`src/rtl/stack_pkg.sv`:
```
// Shared types and default widths for the stack sequencer.
//   op_t    : stack operation encoding presented on op_code
//   state_t : sequencer phase (IDLE -> RD -> WB)
package stack_pkg;

   localparam int unsigned DEF_DATA_W = 8;
   localparam int unsigned DEF_ADDR_W = 3;

   typedef enum logic [2:0] {
      NOP  = 3'd0,
      PUSH = 3'd1,
      POP  = 3'd2,
      DUP  = 3'd3,
      SWAP = 3'd4,
      ADD  = 3'd5,
      SUB  = 3'd6,
      CLR  = 3'd7
   } op_t;

   typedef enum logic [1:0] {
      IDLE = 2'd0,
      RD   = 2'd1,
      WB   = 2'd2
   } state_t;

endpackage

```
`src/rtl/stack_alu.sv`:
```
// Stack datapath: computes the regfile write values and the new top-of-stack
// for one op, given the top (t), next-on-stack (s) and the PUSH immediate.
//   op       : operation being committed
//   t, s     : regfile read data for TOS / NOS
//   imm      : PUSH operand
//   result_a : write-port A data
//   result_b : write-port B data (only used by SWAP)
//   new_top  : top value after the op, assuming the stack is non-empty
module stack_alu
   import stack_pkg::*;
#(
   parameter int unsigned DATA_W = DEF_DATA_W
) (
   input  op_t               op,
   input  logic [DATA_W-1:0] t,
   input  logic [DATA_W-1:0] s,
   input  logic [DATA_W-1:0] imm,
   output logic [DATA_W-1:0] result_a,
   output logic [DATA_W-1:0] result_b,
   output logic [DATA_W-1:0] new_top
);

   // Result selection per op; arithmetic wraps at DATA_W bits.
   always_comb begin
      result_a = '0;
      result_b = t;
      new_top  = '0;
      case (op)
         PUSH: begin
            result_a = imm;
            new_top  = imm;
         end
         POP: new_top = s;
         DUP: begin
            result_a = t;
            new_top  = t;
         end
         SWAP: begin
            result_a = s;
            new_top  = s;
         end
         ADD: begin
            result_a = s + t;
            new_top  = s + t;
         end
         SUB: begin
            result_a = s - t;
            new_top  = s - t;
         end
         default: begin
            result_a = '0;
            new_top  = '0;
         end
      endcase
   end

endmodule

```
`src/rtl/stack_sequencer.sv`:
```
// Stack sequencer: owns the stack pointer and turns accepted stack ops into
// 2R/2W register-file traffic. Every op runs IDLE -> RD -> WB.
//   clk, rst             : clock, async active-high reset
//   op_valid/op_ready    : op handshake (ready only in IDLE)
//   op_code, op_imm      : operation and PUSH operand
//   re_sel_a/b           : regfile read selects (TOS / NOS), driven during RD
//   re_data_a/b          : regfile read data, valid in WB
//   wr_sel_a/b, wr_en_a/b: regfile write selects/strobes, active in WB
//   wr_data_a/b          : regfile write data
//   tos, depth, ovf, unf : top value, entry count, sticky status flags
module stack_sequencer
   import stack_pkg::*;
#(
   parameter int unsigned DATA_W = DEF_DATA_W,
   parameter int unsigned ADDR_W = DEF_ADDR_W
) (
   input  logic              clk,
   input  logic              rst,
   input  logic              op_valid,
   output logic              op_ready,
   input  op_t               op_code,
   input  logic [DATA_W-1:0] op_imm,
   output logic [ADDR_W-1:0] re_sel_a,
   output logic [ADDR_W-1:0] re_sel_b,
   input  logic [DATA_W-1:0] re_data_a,
   input  logic [DATA_W-1:0] re_data_b,
   output logic [ADDR_W-1:0] wr_sel_a,
   output logic [ADDR_W-1:0] wr_sel_b,
   output logic [DATA_W-1:0] wr_data_a,
   output logic [DATA_W-1:0] wr_data_b,
   output logic              wr_en_a,
   output logic              wr_en_b,
   output logic [DATA_W-1:0] tos,
   output logic [ADDR_W:0]   depth,
   output logic              ovf,
   output logic              unf
);

   localparam int unsigned SP_W    = ADDR_W + 1;
   localparam logic [SP_W-1:0] DEPTH_V = SP_W'(2 ** ADDR_W);

   state_t            state;
   op_t               op_q;
   logic [DATA_W-1:0] imm_q;
   logic [SP_W-1:0]   sp;

   logic [ADDR_W-1:0] sp_lo;
   logic [ADDR_W-1:0] sp_m1;
   logic [ADDR_W-1:0] sp_m2;
   logic              ovf_hit;
   logic              unf_hit;
   logic              guard;
   logic [SP_W-1:0]   sp_next;
   logic [DATA_W-1:0] alu_a;
   logic [DATA_W-1:0] alu_b;
   logic [DATA_W-1:0] alu_top;

   assign depth = sp;

   // Regfile indices relative to the stack pointer, wrapping mod DEPTH.
   assign sp_lo = ADDR_W'(sp);
   assign sp_m1 = ADDR_W'(sp - SP_W'(1));
   assign sp_m2 = ADDR_W'(sp - SP_W'(2));

   // Guard and next-sp depend only on the latched op and sp, both stable
   // through RD and WB, so they serve both the write-enable and commit edges.
   always_comb begin
      ovf_hit = 1'b0;
      unf_hit = 1'b0;
      sp_next = sp;
      case (op_q)
         PUSH: begin
            ovf_hit = (sp == DEPTH_V);
            sp_next = sp + SP_W'(1);
         end
         POP: begin
            unf_hit = (sp == '0);
            sp_next = sp - SP_W'(1);
         end
         DUP: begin
            ovf_hit = (sp == DEPTH_V);
            unf_hit = (sp == '0);
            sp_next = sp + SP_W'(1);
         end
         SWAP: unf_hit = (sp < SP_W'(2));
         ADD, SUB: begin
            unf_hit = (sp < SP_W'(2));
            sp_next = sp - SP_W'(1);
         end
         CLR: sp_next = '0;
         default: sp_next = sp;
      endcase
      guard = ovf_hit | unf_hit;
   end

   stack_alu #(.DATA_W(DATA_W)) u_alu (
      .op       (op_q),
      .t        (re_data_a),
      .s        (re_data_b),
      .imm      (imm_q),
      .result_a (alu_a),
      .result_b (alu_b),
      .new_top  (alu_top)
   );

   // Write data depends on read data that only arrives in WB, so it is a
   // direct function of the ALU result, held at zero outside an active write.
   assign wr_data_a = (state == WB && wr_en_a) ? alu_a : '0;
   assign wr_data_b = (state == WB && wr_en_b) ? alu_b : '0;

   // Sequencer: latch on accept, issue reads in RD, write/commit in WB.
   always_ff @(posedge clk or posedge rst) begin
      if (rst) begin
         state    <= IDLE;
         op_q     <= NOP;
         imm_q    <= '0;
         sp       <= '0;
         op_ready <= 1'b1;
         re_sel_a <= '0;
         re_sel_b <= '0;
         wr_sel_a <= '0;
         wr_sel_b <= '0;
         wr_en_a  <= 1'b0;
         wr_en_b  <= 1'b0;
         tos      <= '0;
         ovf      <= 1'b0;
         unf      <= 1'b0;
      end else begin
         case (state)
            IDLE: begin
               if (op_valid) begin
                  op_q     <= op_code;
                  imm_q    <= op_imm;
                  re_sel_a <= sp_m1;
                  re_sel_b <= sp_m2;
                  op_ready <= 1'b0;
                  state    <= RD;
               end
            end
            RD: begin
               state <= WB;
               if (!guard) begin
                  case (op_q)
                     PUSH, DUP: begin
                        wr_en_a  <= 1'b1;
                        wr_sel_a <= sp_lo;
                     end
                     SWAP: begin
                        wr_en_a  <= 1'b1;
                        wr_sel_a <= sp_m1;
                        wr_en_b  <= 1'b1;
                        wr_sel_b <= sp_m2;
                     end
                     ADD, SUB: begin
                        wr_en_a  <= 1'b1;
                        wr_sel_a <= sp_m2;
                     end
                     default: begin
                        wr_en_a <= 1'b0;
                        wr_en_b <= 1'b0;
                     end
                  endcase
               end
            end
            WB: begin
               state    <= IDLE;
               op_ready <= 1'b1;
               wr_en_a  <= 1'b0;
               wr_en_b  <= 1'b0;
               if (op_q == CLR) begin
                  sp  <= '0;
                  tos <= '0;
                  ovf <= 1'b0;
                  unf <= 1'b0;
               end else if (guard) begin
                  ovf <= ovf | ovf_hit;
                  unf <= unf | unf_hit;
               end else if (op_q != NOP) begin
                  sp  <= sp_next;
                  tos <= (sp_next == '0) ? '0 : alu_top;
               end
            end
            default: begin
               state    <= IDLE;
               op_ready <= 1'b1;
            end
         endcase
      end
   end

endmodule

```
`config.mk`:
```
export PLATFORM = sky130hd
export DESIGN_NAME = stack_sequencer
export DESIGN_NICKNAME = d
export VERILOG_FILES = /design/src/rtl/stack_pkg.sv /design/src/rtl/stack_alu.sv /design/src/rtl/stack_sequencer.sv
export SDC_FILE = /design/constraint.sdc
export NUM_CORES = 1
export LEC_CHECK = 0
export CAP_MARGIN = 20
export CELL_PAD_IN_SITES_DETAIL_PLACEMENT = 1
export CELL_PAD_IN_SITES_GLOBAL_PLACEMENT = 1
export CORE_MARGIN = 2
export CORE_UTILIZATION = 42
export DETAILED_ROUTE_END_ITERATION = 8
export PLACE_DENSITY = 0.85
export RECOVER_POWER = 50
export SLEW_MARGIN = 30
export SYNTH_ARGS = -nofsm -noshare
export SYNTH_HDL_FRONTEND = slang
export SYNTH_HIERARCHICAL = 1
export SYNTH_SLANG_ARGS = --single-unit
```
`constraint.sdc`:
```
create_clock -name clk -period 10.02 [get_ports clk]
set_input_delay 3.006 -clock clk [delete_from_list [all_inputs] [get_ports clk]]
set_output_delay 3.006 -clock clk [all_outputs]
set_load 0.02 [all_outputs]
```
Word level (Yosys, flattened, before mapping)
Index checks and enable logic that the tools add are counted.
- flip-flop bits (word level): 42
- input port bits: 30
- output and inout bits: 45
- word-level logic and storage cells: 94
- add/subtract/negate cells: 5
- order comparisons: 1
- equal/unequal tests: 14
- mux-type cells: 29
- bitwise operators: 5
- reduce and logical (&&, ||, !) cells: 26
- operator list (kind ; count):
    $pmux 8 s5 ; 2
    $mux 8 ; 6
    $eq 3x3->1 const B ; 4
    $mux 4 ; 3
    $pmux 4 s3 ; 1
    $reduce_and 3->1 ; 4
    $pmux 1 s2 ; 5
    $mux 1 ; 9
    $pmux 3 s3 ; 1
    $add 8x8->8 ; 1
    $logic_not 4->1 ; 2
    $reduce_and 2->1 ; 4
    $reduce_or 2->1 ; 4
    $sub 8x8->8 ; 1
    $eq 3x2->1 const B ; 2
    $ne 2x2->1 const B ; 3
    $reduce_bool 2->1 ; 3
    $reduce_bool 3->1 ; 2
    $reduce_or 3->1 ; 2
    $reduce_or 5->1 ; 1
    $add 4x1->4 const B ; 1
    $eq 4x4->1 const B ; 1
    $lt 4x2->1 const B ; 1
    $pmux 2 s2 ; 1
    other kinds (12) ; 16

Longest topological paths before layout
Gate-level depths: netlist of run 1.
- depth after elaboration: 8
- depth in mapped cells: 10

Hierarchy
The synthesis of run 1 kept the hierarchy.
- by module, submodules not included (module ; instances ; cells each ; area an instance (sq um) ; seq. area each (sq um)):
    stack_sequencer ; 1 ; 262 ; 2412.3 ; 1052.3
    stack_alu ; 1 ; 170 ; 1194.9 ; 0.0

Worst setup path before layout of run 1
No wires, ideal clock.
- path type: in2out
- start point: input re_data_a[2]
- end point: output wr_data_a[3]
- data arrival time: 4.569 ns
- path slack: 2.445 ns
- stages: 8
- cells stage by stage: inv_1 ha_1 and3b_1 or2_4 o221a_2 o22ai_2 a21o_1 and3_1
- word-level cells in the longest chain between the ends: 3
- ends and longest elaborated chain (item ; line ; RTL):
    from (decl) ; stack_sequencer.sv:25 ; input logic [DATA_W-1:0] re_data_a,
    $sub 8x8->8 or $add 8x8->8 (tied branches) ; stack_alu.sv:47, stack_alu.sv:43 ;
    $pmux 8 s5 (*) ; stack_alu.sv:28 ; case (op)
    named net alu_a[3] ; stack_sequencer.sv:54 ; logic [DATA_W-1:0] alu_a;
    $mux 8 (*) ; stack_sequencer.sv:108 ; assign wr_data_a = (state == WB && wr_en_a) ? alu_a : '0;
    to (decl) ; stack_sequencer.sv:29 ; output logic [DATA_W-1:0] wr_data_a,
Mark *: on every way through the listed nets, which the timed path passes. The rest lies on a longest branch.

Final worst setup path of run 1
- start point: input re_data_a[1]
- end point: output wr_data_a[5]
Same word-level chain as after synthesis.

==> metrics.md, run 1 <==
| Metric | Value |
|---|---|
| Die H | 96.7 um |
| FF-to-FF End | depth[3]$_DFFE_PP0P_ |
| Footprint of the multi-input gates | 2210 um2 |
| First-pass GRT wire length | 18800 um |
| Min-Delay Startpoint | imm_q[1]$_DFFE_PP0P_ |
| Hold Crit Depth | 2 |
| Total CTS buffers | 5 |
| Lkg Pwr | 1.98 nW |
| Antenna violations before repair | 0 |
| Syn Nets | 485 |
| Largest net degree at the start of global routing | 48 |
| Top_reg_cell synth | dfrtp_1 |
| Tot GR Track Use | 24.5% |
| Worst hold path endpoint | imm_q[1]$_DFFE_PP0P_ |
| Syn Inst Count | 432 |
| Die width | 96.7 um |
| Gate power share | 57.8% |
| CTS tree | done |
| Unique cell type count in the Yosys netlist | 73 |
| Layout cells sized above 1 | 6.42% |
| Post-DP HPWL | 8480 um |
| Crit-path max FO | 5 |
| NumNets Final | 536 |
| Fin crit period | 8920 ps |
| Clock slew at reported path FFs | 80 ps |
| # setup viols final | 0 |
| Tcrit/Tclk final | 89.0% |
| Final hold vios | 0 |
| Sequential fraction of the synthesis area | 29.2% |
| Drt wl/cell | 19.4 um |
| Post-Synth XOR/XNOR Area | 1.70% |
| Core area | 8260 um2 |
| Ranking of synthesized cells by area | dfrtp_1, ha_1, nand2_1, mux2i_1, and3_1 |
| Reg2reg path depth | 7 |
| Hold crit path type | flop to flop |
| Final Wtd Congestion | 0.899 |
| Drt pass-1 iters | 4 |
| CP Capture Type | output pin |
| Violated checks | max-capacitance violations, max-slew violations |
| Max VDD drop | 0.144 mV |
| Inserted Diodes | 0 |
| CTS max path bufs | 2 |
| Hold Slack | 479 ps |
| Worst R2R Setup Slack | 6790 ps |
| Post-DP Area | 4290 um2 |
| Commonest non-fill, non-tap cells in the layout | clkdlybuf4s50_1, nand2_1, dfrtp_1, inv_1, ha_1 |
| Outcome | finished with violations |
| DRC | 0 |
| Measured slew at the worst slew-check pin | 2290 ps |
| Starting Density | 43.7% |
| Clk pwr share | 13.4% |
| Fillers | 1003 |
| Fin Clk Skew | 10.8 ps |
| Port Buffer Count | 74 |
| Post-Synth Adder-Cell Area | 8.39% |
| Worst setup SP type | input port |
| Dpl cells | 581 |
| Setup TNS | 0 ps |
| Reg2Reg Launch Point | depth[0]$_DFFE_PP0P_ |
| Synth Area in Compound Gates | 21.6% |
| Required time worst endpoint | 7010 ps |
| Switching portion of total power | 45.7% |
| Post-synthesis mux area share | 5.20% |
| P_sw | 0.481 mW |
| Die Area | 9350 um2 |
| Drt total wl | 11400 um |
| Max Cap Viol | 2 |
| Drt via density | 5.86 |
| #FFs+latches synth | 42 |
| Non-Filler Instances | 588 |
| Relative slew slack | -52.4% |
| Setup Fix Bufs, Post-CTS | 0 |
| Synthesized area per cell | 8.35 um2 |
| RSZ-0062 raised after global routing | no |
| Critical Path AT | 5910 ps |
| Internal | 0.571 mW |
| Grt ovf | 0 |
| Register area | 1050 um2 |
| Commonest non-fill, non-tap cell in the layout | clkdlybuf4s50_1 |
| Max Freq | 0.112 GHz |
| Cell area after synthesis | 3610 um2 |
| Final core occ | 53.0% |
| Cell area power density | 241 nW/um2 |
| Simple-gate portion of the synthesized area | 25.2% |
| Synth top area share | 28.4% |
| Detailed Route Iter0 Violations | 139 |
| Hold-fix buffers at CTS | 0 |
| Vias in the first global route | 3533 |
| Seq pwr share | 28.8% |
| Vias | 3444 |
| P&R area growth vs syn | 21.3% |
| Async S/R FF share, synth | 100% |
| Ys Warns | 6 |
| Post-synth top area cell | dfrtp_1 |
| Kind of critical path | input port to output pin |
| Remaining antenna violation count | 0 |
| Clk_lat worst skew | 300 ps |
| Clock root cell | clkbuf_8 |
| Post-synth EDFFs | 0 |
| Num ports | 75 |
| H-tree depth | 2 |
| Clk sinks | 42 |
| CTS resizes | 0 |
| Slew Viols, Final | 43 |
| Combinational family with the most area after synthesis | simple AND/OR/NAND/NOR gates |
| Finished Cell Area | 4370 um2 |
| Row cnt | 33 |
## cell usage after synthesis, types with 9 or more instances
cell type	instances
nand2_1	70
mux2i_1	12
inv_1	25
o21ai_0	19
a21o_1	11
ha_1	21
a21oi_1	19
and3_1	18
buf_4	11
nand3_1	16
buf_2	9
dfrtp_1	41
nor2_1	19
## area by class of cell
class	count	share of cell area, %
Clock buffer	6	1.89
Clock inverter	1	0.686
Inverter	25	2.15
Multi-Input combinational cell	330	50.5
Sequential cell	42	24.1
Tap cell	105	3.00
Timing Repair Buffer	79	17.7
## state kept, by name, summed over array words and instances, names as in the netlist
name	count
imm_q	8
tos	8
depth	4
op_q	3
re_sel_a	3
re_sel_b	3
wr_sel_a	3
wr_sel_b	3
state	2
op_ready	1
ovf	1
unf	1
wr_en_a	1
wr_en_b	1
## critical path, cell delays in order
cell and delay (ps):
clkdlybuf4s50_1 640, inv_1 140, ha_1 330, nor3b_1 320, nor3_2 130, o31a_1 260, o211a_1 250, nand3_1 80
and3_1 140, clkdlybuf4s50_1 590
## metal layers
layer	vias to the layer above	part of all wire, %	routed length [um]	global-route usage [%]
li1	1632	-	-	-
met1	1713	47	5410	34.3
met2	89	48	5530	40.7
met3	10	3.1	354	3.11
met4	0	1.1	121	4.88
met5	-	0	0	0
## metrics by stage
step	setup WS [ps]	power (mW)
finish	1100	1.05
CTS	1140	1.07
global placement	1200	0.898
global route	919	1.12
floorplan	2450	0.699
detailed placement	1150	0.918
## power groups by stage
stage	sequential, mW	combinational (mW)	clock [mW]
CTS	0.304	0.618	0.145
finish	0.303	0.608	0.141
floorplan	0.338	0.361	0
global placement	0.303	0.595	0
detailed placement	0.306	0.612	0
global route	0.311	0.663	0.150
## cell families (layout without fill, tap and decap cells)
| logic type | Yosys count | after routing |
|---|---|---|
| AO/OA/AOI/OAI | 110 | 110 |
| XOR/XNOR | 7 | 7 |
| adder cells (fa/ha/maj) | 23 | 23 |
| buffers and inverters | 60 | 111 |
| flip-flops | 42 | 42 |
| multiplexers | 17 | 17 |
| AND/OR/NAND/NOR | 173 | 173 |
## worst max-delay path by stage
stage                       startpoint           end  slack, ps  cells past startpoint
after detailed placement  re_data_a[1]  wr_data_a[7]       1150                     10
after CTS                 re_data_a[1]  wr_data_a[5]       1140                     10
after global placement    re_data_a[1]  wr_data_a[3]       1200                     10
after global routing      re_data_a[1]  wr_data_a[7]        920                     10
final                     re_data_a[1]  wr_data_a[5]       1100                     10
after floorplan           re_data_a[2]  wr_data_a[3]       2450                      8
No activity file was read; power rests on OpenSTA's default activity.
==> run 2: changes to the inputs <==
--- a/config.mk
+++ b/config.mk
@@ -8,6 +8,7 @@
 export CAP_MARGIN = 20
 export CELL_PAD_IN_SITES_DETAIL_PLACEMENT = 1
 export CELL_PAD_IN_SITES_GLOBAL_PLACEMENT = 1
+export CORE_ASPECT_RATIO = 1.1
 export CORE_MARGIN = 2
 export CORE_UTILIZATION = 42
 export DETAILED_ROUTE_END_ITERATION = 8
==> metrics.md, run 2 (synthesis gave the netlist of run 1 again) <==
| Metric | Value |
|---|---|
| Clock slew at reported path FFs | 80 ps (about the same) |
| FF-to-FF End | depth[3]$_DFFE_PP0P_ (unchanged) |
| Core area | 8360 um2 (was 8260 um2) |
| NumNets Final | 536 (unchanged) |
| Reg2Reg Launch Point | op_q[1]$_DFFE_PP0P_ (was depth[0]$_DFFE_PP0P_) |
| Row cnt | 35 (was 33) |
| Drt via density | 5.81 (was 5.86) |
| First-pass GRT wire length | 18500 um (was 18800 um) |
| H-tree depth | 2 (unchanged) |
| Setup Fix Bufs, Post-CTS | 0 (unchanged) |
| P&R area growth vs syn | 22.2% (was 21.3%) |
| Port Buffer Count | 74 (unchanged) |
| RSZ-0062 raised after global routing | no (unchanged) |
| Design Power | 1.07 mW (was 1.05 mW) |
| Switching portion of total power | 44.9% (was 45.7%) |
| Crit-path max FO | 8 (was 5) |
| Measured slew at the worst slew-check pin | 2260 ps (was 2290 ps) |
| Largest net degree at the start of global routing | 48 (unchanged) |
| Starting Density | 43.1% (was 43.7%) |
| Hold Crit Depth | 2 (unchanged) |
| Cell area power density | 243 nW/um2 (was 241 nW/um2) |
| CTS tree | done (unchanged) |
| Vias | 3456 (was 3444) |
| Num ports | 75 (unchanged) |
| Drt wl/cell | 18.8 um (was 19.4 um) |
| Min-Delay Startpoint | imm_q[7]$_DFFE_PP0P_ (was imm_q[1]$_DFFE_PP0P_) |
| Fin Clk Skew | 11.0 ps (was 10.8 ps) |
| Hold Slack | 482 ps (was 479 ps) |
| Pre-CTS setup slack | 1150 ps (about the same) |
| Die width | 92.4 um (was 96.7 um) |
| Worst setup SP type | input port (unchanged) |
| Detailed Route Iter0 Violations | 110 (was 139) |
| Layout cells sized above 1 | 6.40% (was 6.42%) |
| Hold crit path type | flop to flop (unchanged) |
| Die H | 101 um (was 96.7 um) |
| Antenna violations before repair | 0 (unchanged) |
| # setup viols final | 0 (unchanged) |
| Fin crit period | 8900 ps (was 8920 ps) |
| Reg2reg path depth | 6 (was 7) |
| Post-DP Area | 4300 um2 (was 4290 um2) |
| Lkg Pwr | 1.99 nW (was 1.98 nW) |
| CP Capture Type | output pin (unchanged) |
| Setup TNS | 0 ps (unchanged) |
| Clk_lat worst skew | 300 ps (about the same) |
| Dpl cells | 587 (was 581) |
| Die Area | 9350 um2 (about the same) |
| Seq pwr share | 28.5% (was 28.8%) |
| DRC | 0 (unchanged) |
| Max Cap Viol | 1 (was 2) |
| Tcrit/Tclk final | 88.8% (was 89.0%) |
| Clock root cell | clkbuf_8 (unchanged) |
| Vias in the first global route | 3591 (was 3533) |
| Grt ovf | 0 (unchanged) |
| CTS max path bufs | 2 (unchanged) |
| P_sw | 0.481 mW (about the same) |
| Drt total wl | 11200 um (was 11400 um) |
| Final core occ | 52.7% (was 53.0%) |
| Finished Cell Area | 4410 um2 (was 4370 um2) |
| Max VDD drop | 0.153 mV (was 0.144 mV) |
| Final hold vios | 0 (unchanged) |
| Hold-fix buffers at CTS | 0 (unchanged) |
| Internal | 0.590 mW (was 0.571 mW) |
| Remaining antenna violation count | 0 (unchanged) |
| Relative slew slack | -50.4% (was -52.4%) |
| Required time worst endpoint | 7010 ps (about the same) |
| Commonest non-fill, non-tap cells in the layout | clkdlybuf4s50_1, nand2_1, dfrtp_1, inv_1, ha_1 (unchanged) |
| Outcome | finished with violations (unchanged) |
| Max Freq | 0.112 GHz (about the same) |
| Worst R2R Setup Slack | 6110 ps (was 6790 ps) |
| Drt pass-1 iters | 4 (unchanged) |
| Final Wtd Congestion | 0.909 (was 0.899) |
| Slew Viols, Final | 43 (unchanged) |
| Clk sinks | 42 (unchanged) |
| Total CTS buffers | 5 (unchanged) |
| CTS resizes | 0 (unchanged) |
| Violated checks | max-capacitance violations, max-slew violations (unchanged) |
| Setup ws final | 1120 ps (was 1100 ps) |
| Worst hold path endpoint | imm_q[7]$_DFFE_PP0P_ (was imm_q[1]$_DFFE_PP0P_) |
| Clk pwr share | 15.1% (was 13.4%) |
| Critical Path AT | 5890 ps (was 5910 ps) |
| Tot GR Track Use | 24.7% (was 24.5%) |
| Post-DP HPWL | 8140 um (was 8480 um) |
| Gate power share | 56.4% (was 57.8%) |
| Kind of critical path | input port to output pin (unchanged) |
| Inserted Diodes | 0 (unchanged) |
| Non-Filler Instances | 595 (was 588) |
| Commonest non-fill, non-tap cell in the layout | clkdlybuf4s50_1 (unchanged) |
==> run 2: worst max-delay path by stage <==
stage,startpoint,end,slack [ps],cells after the start
2_1_floorplan,re_data_a[2],wr_data_a[3],2450,8
3_3_place_gp,re_data_a[1],wr_data_a[5],1180,10
3_5_place_dp,re_data_a[2],wr_data_a[7],1150,10
4_1_cts,re_data_a[2],wr_data_a[7],1140,10
5_1_grt,re_data_a[2],wr_data_a[7],910,10
6_report,re_data_a[2],wr_data_a[7],1120,10
==> run 2: area by class of cell <==
cell class,instances,area [um2]
Fill cell,1009,3960
Multi-Input combinational cell,330,2210
Sequential cell,42,1050
Timing Repair Buffer,79,771
Tap cell,111,139
Inverter,25,93.8
Clock buffer,5,68.8
Clock inverter,3,68.8
==> run 2: worst max-delay path, stage by stage <==
cell             delay [ps]
clkdlybuf4s50_1         540
inv_1                    60
ha_1                    400
nor3b_1                 110
o311ai_0                450
o211ai_1                200
xnor2_1                 180
o211ai_1                160
and3_1                  170
clkdlybuf4s50_1         600
==> run 2: power groups by stage <==
| stage | clock (mW) | sequential (mW) | combinational (mW) |
|---|---|---|---|
| floorplan | 0 | 0.338 | 0.361 |
| global placement | 0 | 0.307 | 0.587 |
| detailed placement | 0 | 0.309 | 0.604 |
| CTS | 0.166 | 0.307 | 0.614 |
| global route | 0.174 | 0.319 | 0.657 |
| finish | 0.162 | 0.306 | 0.604 |
==> run 2: per-layer routing <==
metal | up-vias | wire length (um) | global-route usage (%)
li1 | 1631 | - | -
met1 | 1734 | 4720 | 30.7
met2 | 77 | 5870 | 44.8
met3 | 14 | 354 | 3.27
met4 | 0 | 213 | 7.81
met5 | - | 0 | 0
==> run 3: changes to the inputs <==
--- a/config.mk
+++ b/config.mk
@@ -10,9 +10,9 @@
 export CELL_PAD_IN_SITES_GLOBAL_PLACEMENT = 1
 export CORE_ASPECT_RATIO = 1.1
 export CORE_MARGIN = 2
-export CORE_UTILIZATION = 42
+export CORE_UTILIZATION = 35
 export DETAILED_ROUTE_END_ITERATION = 8
-export PLACE_DENSITY = 0.85
+export PLACE_DENSITY = 0.76
 export RECOVER_POWER = 50
 export SLEW_MARGIN = 30
 export SYNTH_ARGS = -nofsm -noshare
==> constraint.sdc (replaced) <==
create_clock -name clk -period 7.15 [get_ports clk]
set_input_delay 2.145 -clock clk [delete_from_list [all_inputs] [get_ports clk]]
set_output_delay 2.145 -clock clk [all_outputs]
set_load 0.02 [all_outputs]
==> metrics.md, run 3 (synthesis gave the netlist of run 1 again) <==
| Metric | Value |
|---|---|
| Num ports | 75 (unchanged) |
| Layout cells sized above 1 | 8.94% (was 6.40%) |
| Lkg Pwr | 2.02 nW (was 1.99 nW) |
| Kind of critical path | input port to output pin (unchanged) |
| Max VDD drop | 0.202 mV (was 0.153 mV) |
| Fin crit period | 7010 ps |
| Worst hold path endpoint | imm_q[0]$_DFFE_PP0P_ (was imm_q[7]$_DFFE_PP0P_) |
| Worst R2R Setup Slack | 3820 ps (was 6110 ps) |
| P&R area growth vs syn | 23.3% (was 22.2%) |
| Core area | 9940 um2 (was 8360 um2) |
| Dpl cells | 604 (was 587) |
| Design Power | 1.43 mW (was 1.07 mW) |
| # setup viols final | 0 (unchanged) |
| Total CTS buffers | 5 (unchanged) |
| Inserted Diodes | 0 (unchanged) |
| Min-Delay Startpoint | imm_q[0]$_DFFE_PP0P_ (was imm_q[7]$_DFFE_PP0P_) |
| Reg2Reg Launch Point | op_q[0]$_DFFE_PP0P_ (was op_q[1]$_DFFE_PP0P_) |
| Violated checks | max-capacitance violations, max-slew violations (unchanged) |
| Die H | 110 um (was 101 um) |
| RSZ-0062 raised after global routing | yes (was no) |
| Fin Clk Skew | 16.9 ps (was 11.0 ps) |
| Vias in the first global route | 3646 (was 3591) |
| Drt pass-1 iters | 5 (was 4) |
| Layer carrying the most global-route usage | met2 (unchanged) |
| Max Cap Viol | 1 (unchanged) |
| Port Buffer Count | 74 (unchanged) |
| Relative slew slack | -53.3% (was -50.4%) |
| Grt ovf | 0 (unchanged) |
| Post-DP HPWL | 8730 um (was 8140 um) |
| CTS tree | done (unchanged) |
| H-tree depth | 2 (unchanged) |
| Setup TNS | 0 ps (unchanged) |
| Setup ws final | 142 ps (was 1120 ps) |
| Hold Crit Depth | 2 (unchanged) |
| NumNets Final | 544 (was 536) |
| Remaining antenna violation count | 0 (unchanged) |
| M2 GR Usage | 36.8% (was 44.8%) |
| DRC | 0 (unchanged) |
| Drt total wl | 11500 um (was 11200 um) |
| Commonest non-fill, non-tap cells in the layout | clkdlybuf4s50_1, nand2_1, dfrtp_1, inv_1 (was clkdlybuf4s50_1, nand2_1, dfrtp_1, inv_1, ha_1) |
| Hold crit path type | flop to flop (unchanged) |
| Critical Path AT | 4860 ps (was 5890 ps) |
| Pre-CTS setup slack | 83.1 ps (was 1150 ps) |
| Final hold vios | 0 (unchanged) |
| Clk_lat worst skew | 300 ps (about the same) |
| Vias | 3436 (was 3456) |
| GR Layer Usage met1 | 26.6% (was 30.7%) |
| Tcrit/Tclk final | 98.0% |
| Clk sinks | 42 (unchanged) |
| Hold-fix buffers at CTS | 0 (unchanged) |
| Detailed Route Iter0 Violations | 120 (was 110) |
| Drt via density | 5.61 (was 5.81) |
| Measured slew at the worst slew-check pin | 2300 ps (was 2260 ps) |
| Antenna violations before repair | 0 (unchanged) |
| Worst setup SP type | input port (unchanged) |
| Drt wl/cell | 18.8 um (about the same) |
| Required time worst endpoint | 5010 ps (was 7010 ps) |
| Reg2reg path depth | 6 (unchanged) |
| FF-to-FF End | depth[3]$_DFFE_PP0P_ (unchanged) |
| Largest net degree at the start of global routing | 43 (was 48) |
| Starting Density | 36.3% (was 43.1%) |
| Clock slew at reported path FFs | 80 ps (about the same) |
| Met3 Use GR | 2.22% (was 3.27%) |
| Row cnt | 38 (was 35) |
| Commonest non-fill, non-tap cell in the layout | clkdlybuf4s50_1 (unchanged) |
| Final Wtd Congestion | 0.905 (was 0.909) |
| Slew Viols, Final | 43 (unchanged) |
| Die Area | 11100 um2 (was 9350 um2) |
| Setup Fix Bufs, Post-CTS | 0 (unchanged) |
| CP Capture Type | output pin (unchanged) |
| Max Freq | 0.143 GHz |
| Die width | 101 um (was 92.4 um) |
| Hold Slack | 480 ps (was 482 ps) |
| Crit-path max FO | 8 (unchanged) |
| CTS max path bufs | 2 (unchanged) |
| Outcome | finished with violations (unchanged) |
| Non-Filler Instances | 612 (was 595) |
| Tot GR Track Use | 21.0% (was 24.7%) |
| Cell area power density | 322 nW/um2 (was 243 nW/um2) |
| First-pass GRT wire length | 18800 um (was 18500 um) |
| Clock root cell | clkbuf_8 (unchanged) |
run 3: area by class of cell:
type                    instances  area (um2)
inverters                      25        93.8
repair buffers                 87         835
well taps                     120         150
fillers                      1176        5490
flip-flops and latches         42        1050
clock buffers                   6        72.6
clock inverters                 2        13.8
multi-input cells             330        2230
run 3: worst max path at each step:
stage                       startpoint      endpoint  slack [ps]  cells past startpoint
after CTS                 re_data_a[0]  wr_data_a[2]          60                     10
after floorplan           re_data_a[2]  wr_data_a[3]        1300                      8
after global routing      re_data_a[0]  wr_data_a[6]         -40                     11
after global placement    re_data_a[0]  wr_data_a[2]         110                     10
final                     re_data_a[2]  wr_data_a[7]         140                     10
after detailed placement  re_data_a[0]  wr_data_a[2]          80                     10
run 3: report_power, final:
group / switching, mW / leakage (nW) / internal, mW / total, mW
Sequential: 0.111 / 0.523 / 0.325 / 0.436
Combinational: 0.474 / 1.45 / 0.367 / 0.841
Clock: 0.0877 / 0.0452 / 0.0691 / 0.157
Total: 0.673 / 2.02 / 0.762 / 1.43
run 3: metal layers:
| layer | up-vias | wire [um] |
|---|---|---|
| met5 | - | 0 |
| met4 | 0 | 262 |
| met3 | 16 | 339 |
| met2 | 70 | 5840 |
| met1 | 1709 | 5080 |
| li1 | 1641 | - |
run 3: worst max-delay path, cell delays in order:
cell and delay (ps):
clkdlybuf4s50_1 480, inv_1 50, ha_2 400, nor3b_2 80, o311ai_0 340, o211ai_1 210
xnor2_1 200, o211ai_1 180, and3_1 170, clkdlybuf4s50_1 600
run 3: what timing repair did:
action                                  in CTS  in global routing
hold endpoints to repair                     0                  0
resized for setup                            0                  9
endpoints found under the setup margin       0                  5
run 3: stage by stage:
step,instance area (um2),util [%]
floorplan,3610,-
global placement,4370,44.0
detailed placement,4370,44.0
CTS,4460,44.9
global route,4450,44.8
finish,4450,44.8
